<file path="src/rtl/echo_mem_scheduler.sv">
// Shared single-port delay-line RAM sequencer for the stereo echo.
// Each frame it reads the left tap, writes the left mix, then does the same for the right channel.
module echo_mem_scheduler #(
  parameter int DATALEN = 16,
  parameter int ADDRW   = 14
) (
  input  logic               bclk,
  input  logic               rst_n,
  input  logic               lrclk,
  input  logic               enable,
  input  logic [ADDRW-1:0]   delay,
  input  logic [DATALEN-1:0] left_in,
  input  logic [DATALEN-1:0] right_in,
  output logic [DATALEN-1:0] left_out,
  output logic [DATALEN-1:0] right_out,
  output logic               out_valid,
  output logic               overrun,
  output logic [ADDRW:0]     mem_addr,
  output logic               mem_wren,
  output logic [DATALEN-1:0] mem_wdata,
  input  logic [DATALEN-1:0] mem_rdata
);

  // state | meaning
  // IDLE  | wait for lrclk rising edge, latch inputs on it
  // RD_L  | drive left tap address
  // CAP_L | left tap on mem_rdata, form left mix
  // WR_L  | write left mix at wr_ptr
  // RD_R  | drive right tap address
  // CAP_R | right tap on mem_rdata, form right mix
  // WR_R  | write right mix, load outputs
  // DONE  | out_valid pulse, advance wr_ptr
  localparam logic [2:0] IDLE  = 3'd0;
  localparam logic [2:0] RD_L  = 3'd1;
  localparam logic [2:0] CAP_L = 3'd2;
  localparam logic [2:0] WR_L  = 3'd3;
  localparam logic [2:0] RD_R  = 3'd4;
  localparam logic [2:0] CAP_R = 3'd5;
  localparam logic [2:0] WR_R  = 3'd6;
  localparam logic [2:0] DONE  = 3'd7;

  logic [2:0]         state_q, state_d;
  logic               lr_q;
  logic [ADDRW-1:0]   wr_ptr_q, wr_ptr_d;
  logic [ADDRW-1:0]   delay_q, delay_d;
  logic               en_q, en_d;
  logic [DATALEN-1:0] lin_q, lin_d, rin_q, rin_d;
  logic [DATALEN-1:0] mix_l_q, mix_l_d, mix_r_q, mix_r_d;
  logic [DATALEN-1:0] left_out_q, left_out_d, right_out_q, right_out_d;
  logic               overrun_q, overrun_d;
  logic               frame_edge;
  logic [ADDRW-1:0]   rd_ptr;

  function automatic logic [DATALEN-1:0] mix_f(input logic signed [DATALEN-1:0] a,
                                               input logic signed [DATALEN-1:0] b);
    return (a >>> 1) + (b >>> 1);
  endfunction

  assign frame_edge = lrclk & ~lr_q;
  // delay==0 means DEPTH frames back, which is wr_ptr itself modulo DEPTH
  assign rd_ptr     = wr_ptr_q - delay_q;

  always_comb begin
    state_d     = state_q;
    wr_ptr_d    = wr_ptr_q;
    delay_d     = delay_q;
    en_d        = en_q;
    lin_d       = lin_q;
    rin_d       = rin_q;
    mix_l_d     = mix_l_q;
    mix_r_d     = mix_r_q;
    left_out_d  = left_out_q;
    right_out_d = right_out_q;
    overrun_d   = overrun_q | (frame_edge & (state_q != IDLE));
    case (state_q)
      IDLE: begin
        if (frame_edge) begin
          lin_d   = left_in;
          rin_d   = right_in;
          delay_d = delay;
          en_d    = enable;
          state_d = RD_L;
        end
      end
      RD_L:  state_d = CAP_L;
      CAP_L: begin
        mix_l_d = mix_f(lin_q, mem_rdata);
        state_d = WR_L;
      end
      WR_L:  state_d = RD_R;
      RD_R:  state_d = CAP_R;
      CAP_R: begin
        mix_r_d = mix_f(rin_q, mem_rdata);
        state_d = WR_R;
      end
      WR_R: begin
        // loaded here so the new samples are present during the out_valid pulse
        left_out_d  = en_q ? mix_l_q : lin_q;
        right_out_d = en_q ? mix_r_q : rin_q;
        state_d     = DONE;
      end
      DONE: begin
        if (en_q) wr_ptr_d = wr_ptr_q + ADDRW'(1);
        state_d = IDLE;
      end
      default: state_d = IDLE;
    endcase
  end

  always_comb begin
    mem_addr  = '0;
    mem_wren  = 1'b0;
    mem_wdata = '0;
    case (state_q)
      RD_L: mem_addr = {1'b0, rd_ptr};
      WR_L: begin
        mem_addr  = {1'b0, wr_ptr_q};
        mem_wren  = en_q;
        mem_wdata = en_q ? mix_l_q : '0;
      end
      RD_R: mem_addr = {1'b1, rd_ptr};
      WR_R: begin
        mem_addr  = {1'b1, wr_ptr_q};
        mem_wren  = en_q;
        mem_wdata = en_q ? mix_r_q : '0;
      end
      default: ;
    endcase
  end

  always_ff @(posedge bclk) begin
    if (!rst_n) begin
      state_q     <= IDLE;
      lr_q        <= 1'b1;
      wr_ptr_q    <= '0;
      delay_q     <= '0;
      en_q        <= 1'b0;
      lin_q       <= '0;
      rin_q       <= '0;
      mix_l_q     <= '0;
      mix_r_q     <= '0;
      left_out_q  <= '0;
      right_out_q <= '0;
      overrun_q   <= 1'b0;
    end else begin
      state_q     <= state_d;
      lr_q        <= lrclk;
      wr_ptr_q    <= wr_ptr_d;
      delay_q     <= delay_d;
      en_q        <= en_d;
      lin_q       <= lin_d;
      rin_q       <= rin_d;
      mix_l_q     <= mix_l_d;
      mix_r_q     <= mix_r_d;
      left_out_q  <= left_out_d;
      right_out_q <= right_out_d;
      overrun_q   <= overrun_d;
    end
  end

  assign left_out  = left_out_q;
  assign right_out = right_out_q;
  assign out_valid = (state_q == DONE);
  assign overrun   = overrun_q;

endmodule
</file>
<file path="config.mk">
export PLATFORM = sky130hd
export DESIGN_NAME = echo_mem_scheduler
export DESIGN_NICKNAME = d
export VERILOG_FILES = /design/src/rtl/echo_mem_scheduler.sv
export SDC_FILE = /design/constraint.sdc
export NUM_CORES = 1
export LEC_CHECK = 0
export CORE_AREA = 2 2 125 248
export CTS_BUF_LIST = sky130_fd_sc_hd__clkbuf_2 sky130_fd_sc_hd__clkbuf_4 sky130_fd_sc_hd__clkbuf_8
export CTS_CLUSTER_SIZE = 30
export DETAILED_ROUTE_END_ITERATION = 7
export DIE_AREA = 0 0 127 250
export DONT_BUFFER_PORTS = 1
export SKIP_CTS_REPAIR_TIMING = 1
export SLEW_MARGIN = 20
export SYNTH_ARGS = -nofsm -noshare
export SYNTH_HDL_FRONTEND = slang
export SYNTH_SLANG_ARGS = --single-unit
</file>
<file path="constraint.sdc">
create_clock -name bclk -period 2.8 [get_ports bclk]
set_clock_uncertainty 0.05 [all_clocks]
set_input_delay 0.56 -clock bclk [delete_from_list [all_inputs] [get_ports bclk]]
set_output_delay 0.56 -clock bclk [all_outputs]
set_load 0.005 [all_outputs]
</file>
# [After elaboration in Yosys (flattened, before gate mapping)]
# Cells that the tools add are included.
[word_totals] mem_bits_rw=0 latchBits=0 mem_bits_ro=0 register_bits=130 n_memories=0
[classes] magnitude_cmp=0 div=0 n_mul=0 n_reduce_logical=5 muxes=9 n_eq_ne=8 bitwise_logic=4 shift=0 add_sub_neg=4
[op_table] cell="$mux W16" n=4
[op_table] cell="$pmux W15 S4" n=1
[op_table] cell="$add A15 B15 Y16" n=2
[op_table] cell="$pmux W16 S2" n=1
[op_table] cell="$pmux W3 S8" n=1
[op_table] cell="$add A14 B1 Y14 const B" n=1
[op_table] cell="$sub A14 B14 Y14" n=1
[op_table] cell="$eq A3 B3 Y1 const B" n=4
[op_table] cell="$eq A3 B2 Y1 const B" n=2
[op_table] cell="$reduce_and A2 Y1" n=2
[op_table] cell="$eq A3 B1 Y1 const B" n=1
[op_table] cell="$logic_not A3 Y1" n=1
[op_table] cell="$mux W3" n=1
[op_table] cell="$reduce_bool A3 Y1" n=1
[op_table] cell="$and A1 B1 Y1" n=2
[op_table] cell="$ne A2 B2 Y1 const B" n=1
[op_table] cell="$reduce_or A2 Y1" n=1
[op_table] cell="$mux W1" n=1
[op_table] cell="$not A1 Y1" n=1
[op_table] cell="$or A1 B1 Y1" n=1

# [Longest topological paths before layout]
# Gate-level depths: netlist (run 1).
[logic_depth] word_depth=4 depth_mapped=10 mapped_depth_nobuf=10

# [Worst setup path after synthesis (run 1)]
# OpenSTA, ideal clock, no wires.
[synth_path] kind="register to output" startpoint="register wr_ptr_q[0]" endpoint="output mem_addr[12]" path_slack_ns=0.061 path_stages_with_launch=11 arrival_time_ns=2.129 path_cell_list="dfxtp_1 inv_1 ha_1 fa_1 nor2b_1 o31ai_2 a21oi_1 or2_1 a221oi_1 or4_1 nand3_1"
[synth_via] elab_chain_len=2
[synth_lines] element="start, declared" line_no="44" source="logic [ADDRW-1:0] wr_ptr_q, wr_ptr_d;"
[synth_lines] element="start signal, assigned" line_no="148" source="wr_ptr_q <= wr_ptr_d;"
[synth_lines] element="$sub A14 B14 Y14" line_no="61" source="assign rd_ptr = wr_ptr_q - delay_q;"
[synth_lines] element="$pmux W15 S4" line_no="114" source="case (state_q)"
[synth_lines] element="end, declared" line_no="18" source="output logic [ADDRW:0] mem_addr,"
# Every way passes these cells.

# [Final worst setup path (run 1)]
[layout_path] startpoint="register wr_ptr_q[0]" endpoint="output mem_addr[10]"
# Same word-level chain as after synthesis.

==> qor.csv, run 1 <==
stage;metric;value;unit
pwr;Worst VDD drop;0.321;mV
job;max_cap viols;0;
yosys;Synth area leader;dfxtp_1;
critical_path;Worst EP required;2190;ps
timing;Final Hold Viols;0;
critical_path;CP peak stage delay;400;ps
floorplanning;Die Span Y;250;um
global_routing;largest net degree at the start of global routing;65;
routing;drt pass-1 iters;5;
critical_path;crit end category;primary output;
yosys;register bit total from synthesis;130;
cts;clk buf depth;2;
timing;RSZ-0062 raised after global routing;true;
global_routing;initial antenna violation count;1;
timing;final setup fails;8;
timing;fmax;0.304;GHz
cells_and_area;share of layout cells above drive strength 1;13.4;%
critical_path;crit-path cells;inv_2 -> ha_4 -> fa_2 -> nor2b_2 -> o31ai_2 -> a21oi_1 -> or2_4 -> a41oi_2 -> xor2_1 -> a211oi_1 -> buf_4;
global_routing;global-route wire length before repair;34700;um
hold_path;Hold Crit Class;in -> reg;
timing;crit path time final;3290;ps
status;failing checks;setup timing;
routing;Via density;4.99;
critical_path;Crit Path Max Fanout;3;
floorplanning;row count;90;
yosys;average size of a mapped cell;8.06;um^2
timing;Max Slew Vio Count;0;
floorplanning;Ports;132;
cts;Sink Count;130;
place;gpl congestion;0.906;
cells_and_area;Nets;1032;
global_routing;vias in the first global route;6116;
yosys;main flop type after synthesis;dfxtp_1;
cts;Clock transition at path regs;80;ps
yosys;Cell variety after synth;65;
floorplanning;Die X-Extent;127;um
place;Port-buffer cells;0;
yosys;syn nets;1028;
cells_and_area;ant diodes;0;
yosys;Seq/Total Area, Yosys;35.3;%
routing;DRC violation count after routing;0;
timing;post-route setup slack;-485;ps
routing;via count;6479;
floorplanning;Core ar.;30000;um^2
cts;clk_lat worst skew;460;ps
critical_path;Critical R2R Launch;lin_q[1];
critical_path;critical path startpoint;wr_ptr_q[0];
yosys;Post-Syn Instances;914;
timing;Slew headroom;55.8;%
yosys;EDFF count, synth;0;
timing;final hold slack;128;ps
timing;final period utilization;117;%
cts;CTS tree;done;
critical_path;cells on worst reg2reg path;10;
pwr;Static Leak;0.00301;uW
status;status;finished, violations left;
cts;clk root buf;clkbuf_8;
routing;Post-DRT Antenna Nets;0;
routing;routed wire length;22400;um
yosys;Post-synth ARST share;0;%
hold_path;hold path startpoint;rst_n;
cells_and_area;area grow syn2layout;15.1;%
critical_path;CP startpoint kind;register;
yosys;Syn Std Cell Area;7370;um^2
global_routing;grt ovf;0;
yosys;Area contributors post-synth;dfxtp_1, nand2_1, ha_1, a21oi_1, mux2i_1;
place;dpl ws;-137;ps
global_routing;All-Layer GR Usage;13.9;%
hold_path;hold depth;1;
floorplanning;starting density of the core;24.6;%
yosys;Warnings, synthesis;0;
cells_and_area;filler cell count;3240;
timing;worst-margin pin slew;663;ps
critical_path;Crit path arrival time;2680;ps
cts;total CTS buffers;17;
routing;drt wl/cell;17.2;um
critical_path;Setup CP Type;reg -> out;
routing;Starting DRT DRC Count;442;
place;HPWL Detailed;16700;um
floorplanning;die area;31800;um^2
pwr;power density over cell area;482;nW/um^2
timing;setup TNS;-2400;ps
cts;CTS H-Tree Depth;4;
critical_path;slowest CP cell;fa_2;
yosys;share of the synthesized area in the top cell type;35.3;%
cell usage in the layout (no fill, tap or decap), types with 3 or more instances in the layout:
cell type / Yosys / routed
a211oi_1: 43 / 43
a211oi_2: 4 / 3
a21o_1: 14 / 14
a21oi_1: 103 / 98
a21oi_2: 1 / 6
a22o_1: 16 / 16
a31oi_1: 6 / 6
and3_1: 11 / 10
buf_4: 3 / 35
buf_6: 0 / 3
clkbuf_8: 0 / 18
clkinv_2: 0 / 3
clkinv_4: 0 / 3
clkinvlp_4: 0 / 3
dfxtp_1: 130 / 124
dfxtp_2: 0 / 6
ha_1: 45 / 39
ha_4: 0 / 6
inv_1: 27 / 25
inv_2: 3 / 4
inv_6: 0 / 4
mux2i_1: 33 / 33
nand2_1: 168 / 168
nand2b_1: 12 / 11
nand3_1: 20 / 19
nand4_1: 7 / 7
nor2_1: 82 / 81
nor2b_1: 5 / 3
nor3_1: 5 / 4
nor3_2: 2 / 3
o211ai_1: 4 / 4
o21a_1: 6 / 6
o21ai_0: 16 / 15
o21ai_1: 7 / 7
o21bai_1: 3 / 3
or3_1: 9 / 9
xnor2_1: 15 / 15
xor2_1: 19 / 19
sequential cells by signal, indices dropped and copies added (netlist names):
register	flops
wr_ptr_q	14
mix_l_q	16
overrun	1
lr_q	1
right_out	16
mix_r_q	16
delay_q	14
left_out	16
lin_q	16
rin_q	16
en_q	1
state_q	3
layout make-up:
class	count	area [um^2]	area share, %
inverter	30	114	1.34
clock buffer	18	248	2.92
multi-input combinational	701	4600	54.2
timing repair buffer	38	297	3.50
tap	368	460	5.43
clock inverter	14	154	1.82
sequential	130	2610	30.8
critical path, delay by kind of cell, from the launching register on:
kind / cells / cell delay (ps)
AOI/OAI and AO/OA: 4 / 630
adders and majority gates: 2 / 550
buffers and inverters: 2 / 190
xor gates and xnor gates: 1 / 160
and+or+nand+nor: 2 / 340
DFF: 1 / 340
power breakdown:
group / internal, uW / total (uW) / switching (uW)
logic: 212 / 501 / 290
registers: 1880 / 1920 / 33.5
clock network: 825 / 1670 / 846
total: 2920 / 4090 / 1170
Yosys cell counts, types with 11 or more instances:
| master | instances |
|---|---|
| nand2_1 | 168 |
| dfxtp_1 | 130 |
| a21oi_1 | 103 |
| nor2_1 | 82 |
| ha_1 | 45 |
| a211oi_1 | 43 |
| clkbuf_1 | 37 |
| mux2i_1 | 33 |
| inv_1 | 27 |
| nand3_1 | 20 |
| xor2_1 | 19 |
| a22o_1 | 16 |
| o21ai_0 | 16 |
| xnor2_1 | 15 |
| a21o_1 | 14 |
| nand2b_1 | 12 |
| and3_1 | 11 |
worst paths after layout:
check | to | slack (ps)
hold / removal | lr_q | 130
setup reg to reg | mix_l_q[14] | 240
setup / recovery | mem_addr[10] | -490
hold reg to reg | delay_q[10] | 410
logic make-up (layout without fill, tap and decap cells):
| logic type | count (synthesis) | count (layout) | synth area share (%) |
|---|---|---|---|
| multiplexers | 35 | 35 | 4.84 |
| AO/OA/AOI/OAI | 245 | 245 | 22.2 |
| AND/OR/NAND/NOR | 339 | 339 | 20.6 |
| XOR/XNOR | 34 | 34 | 4.04 |
| buffers and inverters | 83 | 100 | 4.53 |
| adder cells (fa/ha/maj) | 48 | 48 | 8.46 |
| flip-flops | 130 | 130 | 35.3 |
per-stage QoR:
step           total power, uW  instance area [um^2]  utilization (%)  instances
4_1_cts                   4110                  8280             27.6       1296
3_5_place_dp              2420                  7870             26.3       1264
6_report                  4090                  8480             28.3       1299
2_1_floorplan             2310                  7370                -        914
3_3_place_gp              2410                  7870             26.3       1264
5_1_grt                   4290                  8480             28.3       1299
per-layer routing:
layer	routed length [um]	share of wire, %	GRT usage [%]	up-vias
li1	-	-	-	3234
met1	9610	43	17.3	3015
met2	10200	45	21.8	199
met3	2230	10	6.28	29
met4	346	1.5	3.55	2
met5	12	0.054	0	-
No activity file was read; power rests on OpenSTA's default activity.
==> run 2: changes to the inputs <==
--- a/config.mk
+++ b/config.mk
@@ -7,2 +7,4 @@
 export LEC_CHECK = 0
+export ABC_CLOCK_PERIOD_IN_PS = 2800
+export CAP_MARGIN = 20
 export CORE_AREA = 2 2 125 248
==> constraint.sdc (replaced) <==
create_clock -name bclk -period 2.8 [get_ports bclk]
set_clock_uncertainty 0.05 [all_clocks]
set_input_delay 0.28 -clock bclk [delete_from_list [all_inputs] [get_ports bclk]]
set_output_delay 0.28 -clock bclk [all_outputs]
set_load 0.005 [all_outputs]
==> run 2 against run 1 <==
  * The run still ends with setup timing left
  * Count of clock-buffer cells in the layout increased by 2
  * Die area unchanged
  * Global-route usage about the same
  * Design area increased by 4.9%
  * Largest power group unchanged
  * Highest routed layer is now met4
==> qor.csv, run 2 (synthesis results as in run 1) <==
stage;metric;value;unit;change
status;status;finished, violations left;;unchanged
status;failing checks;setup timing;;unchanged
pwr;switching share of power;27.2;%;was 28.6%
floorplanning;Die X-Extent;127;um;unchanged
timing;Slew headroom;55.0;%;was 55.8%
cells_and_area;most common library cell in the layout ignoring fill and taps;nand2_1;;unchanged
global_routing;initial antenna violation count;0;;was 1
timing;Final Hold Viols;0;;unchanged
place;HPWL Detailed;16500;um;was 16,700 um
critical_path;Worst EP required;2470;ps;was 2190 ps
cells_and_area;Nets;1064;;was 1,032
timing;crit path time final;2890;ps;was 3290 ps
timing;worst-margin pin slew;675;ps;was 663 ps
critical_path;R2R Setup Slk;210;ps;was 240 ps
timing;fmax;0.346;GHz;was 0.304 GHz
global_routing;largest net degree at the start of global routing;65;;unchanged
routing;Post-DRT Antenna Nets;0;;unchanged
floorplanning;starting density of the core;24.6;%;unchanged
critical_path;CP startpoint kind;register;;unchanged
routing;Via density;5.03;;was 4.99
critical_path;CP peak stage delay;420;ps;was 400 ps
timing;RSZ-0062 raised after global routing;true;;unchanged
pwr;Static Leak;0.00315;uW;was 0.00301 uW
floorplanning;row count;90;;unchanged
routing;drt pass-1 iters;7;;was 5
critical_path;WP buf/inv;1;;was 2
pwr;Clk network pwr share;41.1;%;was 40.9%
critical_path;crit-path cells;inv_2 -> ha_4 -> fa_2 -> nor2b_4 -> o31ai_4 -> a21oi_2 -> or2_4 -> a221oi_2 -> or4_1 -> nand3_2;;was inv_2 -> ha_4 -> fa_2 -> nor2b_2 -> o31ai_2 -> a21oi_1 -> or2_4 -> a41oi_2 -> xor2_1 -> a211oi_1 -> buf_4
place;dpl ws;163;ps;was -137 ps
global_routing;vias in the first global route;6241;;was 6,116
cells_and_area;area grow syn2layout;20.7;%;was 15.1%
cells_and_area;design area;8890;um^2;was 8480 um^2
timing;post-route setup slack;-91.4;ps;was -485 ps
global_routing;All-Layer GR Usage;13.9;%;about the same
global_routing;grt ovf;0;;unchanged
cells_and_area;most frequent cells in the layout;nand2_1, dfxtp_1, a21oi_1;;unchanged
floorplanning;die area;31800;um^2;unchanged
pwr;Seq pwr share;45.5;%;was 46.9%
pwr;Worst VDD drop;0.316;mV;was 0.321 mV
hold_path;Hold Crit Class;in -> reg;;unchanged
cts;CTS tree;done;;unchanged
floorplanning;Die Span Y;250;um;unchanged
place;post-place instance area;7750;um^2;was 7870 um^2
cts;clk root buf;clkbuf_8;;unchanged
job;max_cap viols;0;;unchanged
critical_path;Crit path arrival time;2560;ps;was 2680 ps
cts;CTS H-Tree Depth;4;;unchanged
pwr;sw power;1140;uW;was 1170 uW
routing;Starting DRT DRC Count;416;;was 442
floorplanning;Core ar.;30000;um^2;unchanged
critical_path;Crit Path Max Fanout;3;;unchanged
timing;final period utilization;103;%;was 117%
floorplanning;Ports;132;;unchanged
global_routing;global-route wire length before repair;34700;um;about the same
cells_and_area;ant diodes;0;;unchanged
critical_path;crit end category;primary output;;unchanged
routing;drt wl/cell;17.2;um;about the same
cts;Sink Count;130;;unchanged
routing;via count;6698;;was 6,479
critical_path;Top Family by Delay on Critical Path;simple AND/OR/NAND/NOR gates;;was compound AO/OA/AOI/OAI gates
pwr;Internal;3060;uW;was 2920 uW
cts;Clock transition at path regs;80;ps;about the same
critical_path;slowest CP cell;or4_1;;was fa_2
pwr;combinational power share;13.3;%;was 12.3%
timing;final setup fails;3;;was 8
place;Port-buffer cells;0;;unchanged
cts;clk_lat worst skew;460;ps;about the same
routing;routed wire length;22900;um;was 22,400 um
place;gpl congestion;0.889;;was 0.906
cts;total CTS buffers;17;;unchanged
routing;DRC violation count after routing;0;;unchanged
cells_and_area;filler cell count;3204;;was 3,240
timing;setup TNS;-232;ps;was -2400 ps
critical_path;Setup CP Type;reg -> out;;unchanged
cells_and_area;share of layout cells above drive strength 1;12.1;%;was 13.4%
timing;Max Slew Vio Count;0;;unchanged
cts;clk buf depth;2;;unchanged
pwr;power density over cell area;473;nW/um^2;was 482 nW/um^2
run 2: cell count changes in the layout (fill, tap and decap cells not counted), moves of 2 or more:
cell / previous run / this run
dfxtp_1: 124 / 119
dfxtp_2: 6 / 9
a211oi_2: 3 / 5
buf_6: 3 / 0
dlygate4sd3_1: 0 / 49
dfxtp_4: 0 / 2
inv_6: 4 / 1
ha_1: 39 / 36
clkbuf_4: 0 / 2
ha_4: 6 / 8
buf_4: 35 / 21
run 2: path summary, 6_finish.rpt:
path                   to  depth (start not counted)         start
max          mem_addr[12]                         10   wr_ptr_q[0]
min            mix_r_q[0]                          3  mem_rdata[1]
max reg2reg   mix_l_q[14]                         10      lin_q[1]
min reg2reg   delay_q[10]                          2   delay_q[10]
run 2: cell type report:
class                   count  area [um^2]  area share (%)
well taps                 368          460            5.18
multi-input cells         701         4630            52.1
clock buffers              20          263            2.95
repair buffers             70          648            7.29
inverters                  30          114            1.28
clock inverters            12          156            1.76
flip-flops and latches    130         2620            29.5
run 2: worst reg2reg max path: cells and delay by family (launching register included):
kind / cells / cell delay (ps)
and+or+nand+nor: 1 / 210
buffers and inverters: 1 / 70
AOI/OAI and AO/OA: 5 / 1110
DFF: 1 / 370
xor gates and xnor gates: 1 / 110
adders and majority gates: 2 / 590
run 2: power by group through the flow:
stage | combinational (uW) | sequential, uW | clock, uW
2_1_floorplan | 369 | 1940 | 0
3_3_place_gp | 450 | 1960 | 0
4_1_cts | 461 | 1910 | 1780
5_1_grt | 616 | 1920 | 1850
6_report | 560 | 1910 | 1730
3_5_place_dp | 459 | 1960 | 0
run 2: routing by layer:
layer	vias up	GRT usage, %	part of all wire [%]
met5	-	0	0
met4	0	4.71	2.1
met2	229	21.7	46
li1	3300	-	-
met1	3135	17.8	44
met3	34	4.99	8.3
run 2: through the flow:
step	cells	total power, uW	utilization [%]	hold WS (ps)
2_1_floorplan	914	2310	-	303
3_3_place_gp	1247	2410	25.9	308
3_5_place_dp	1247	2420	25.9	308
4_1_cts	1279	4160	27.3	-181
5_1_grt	1331	4390	29.7	62.7
6_report	1331	4200	29.7	73.0
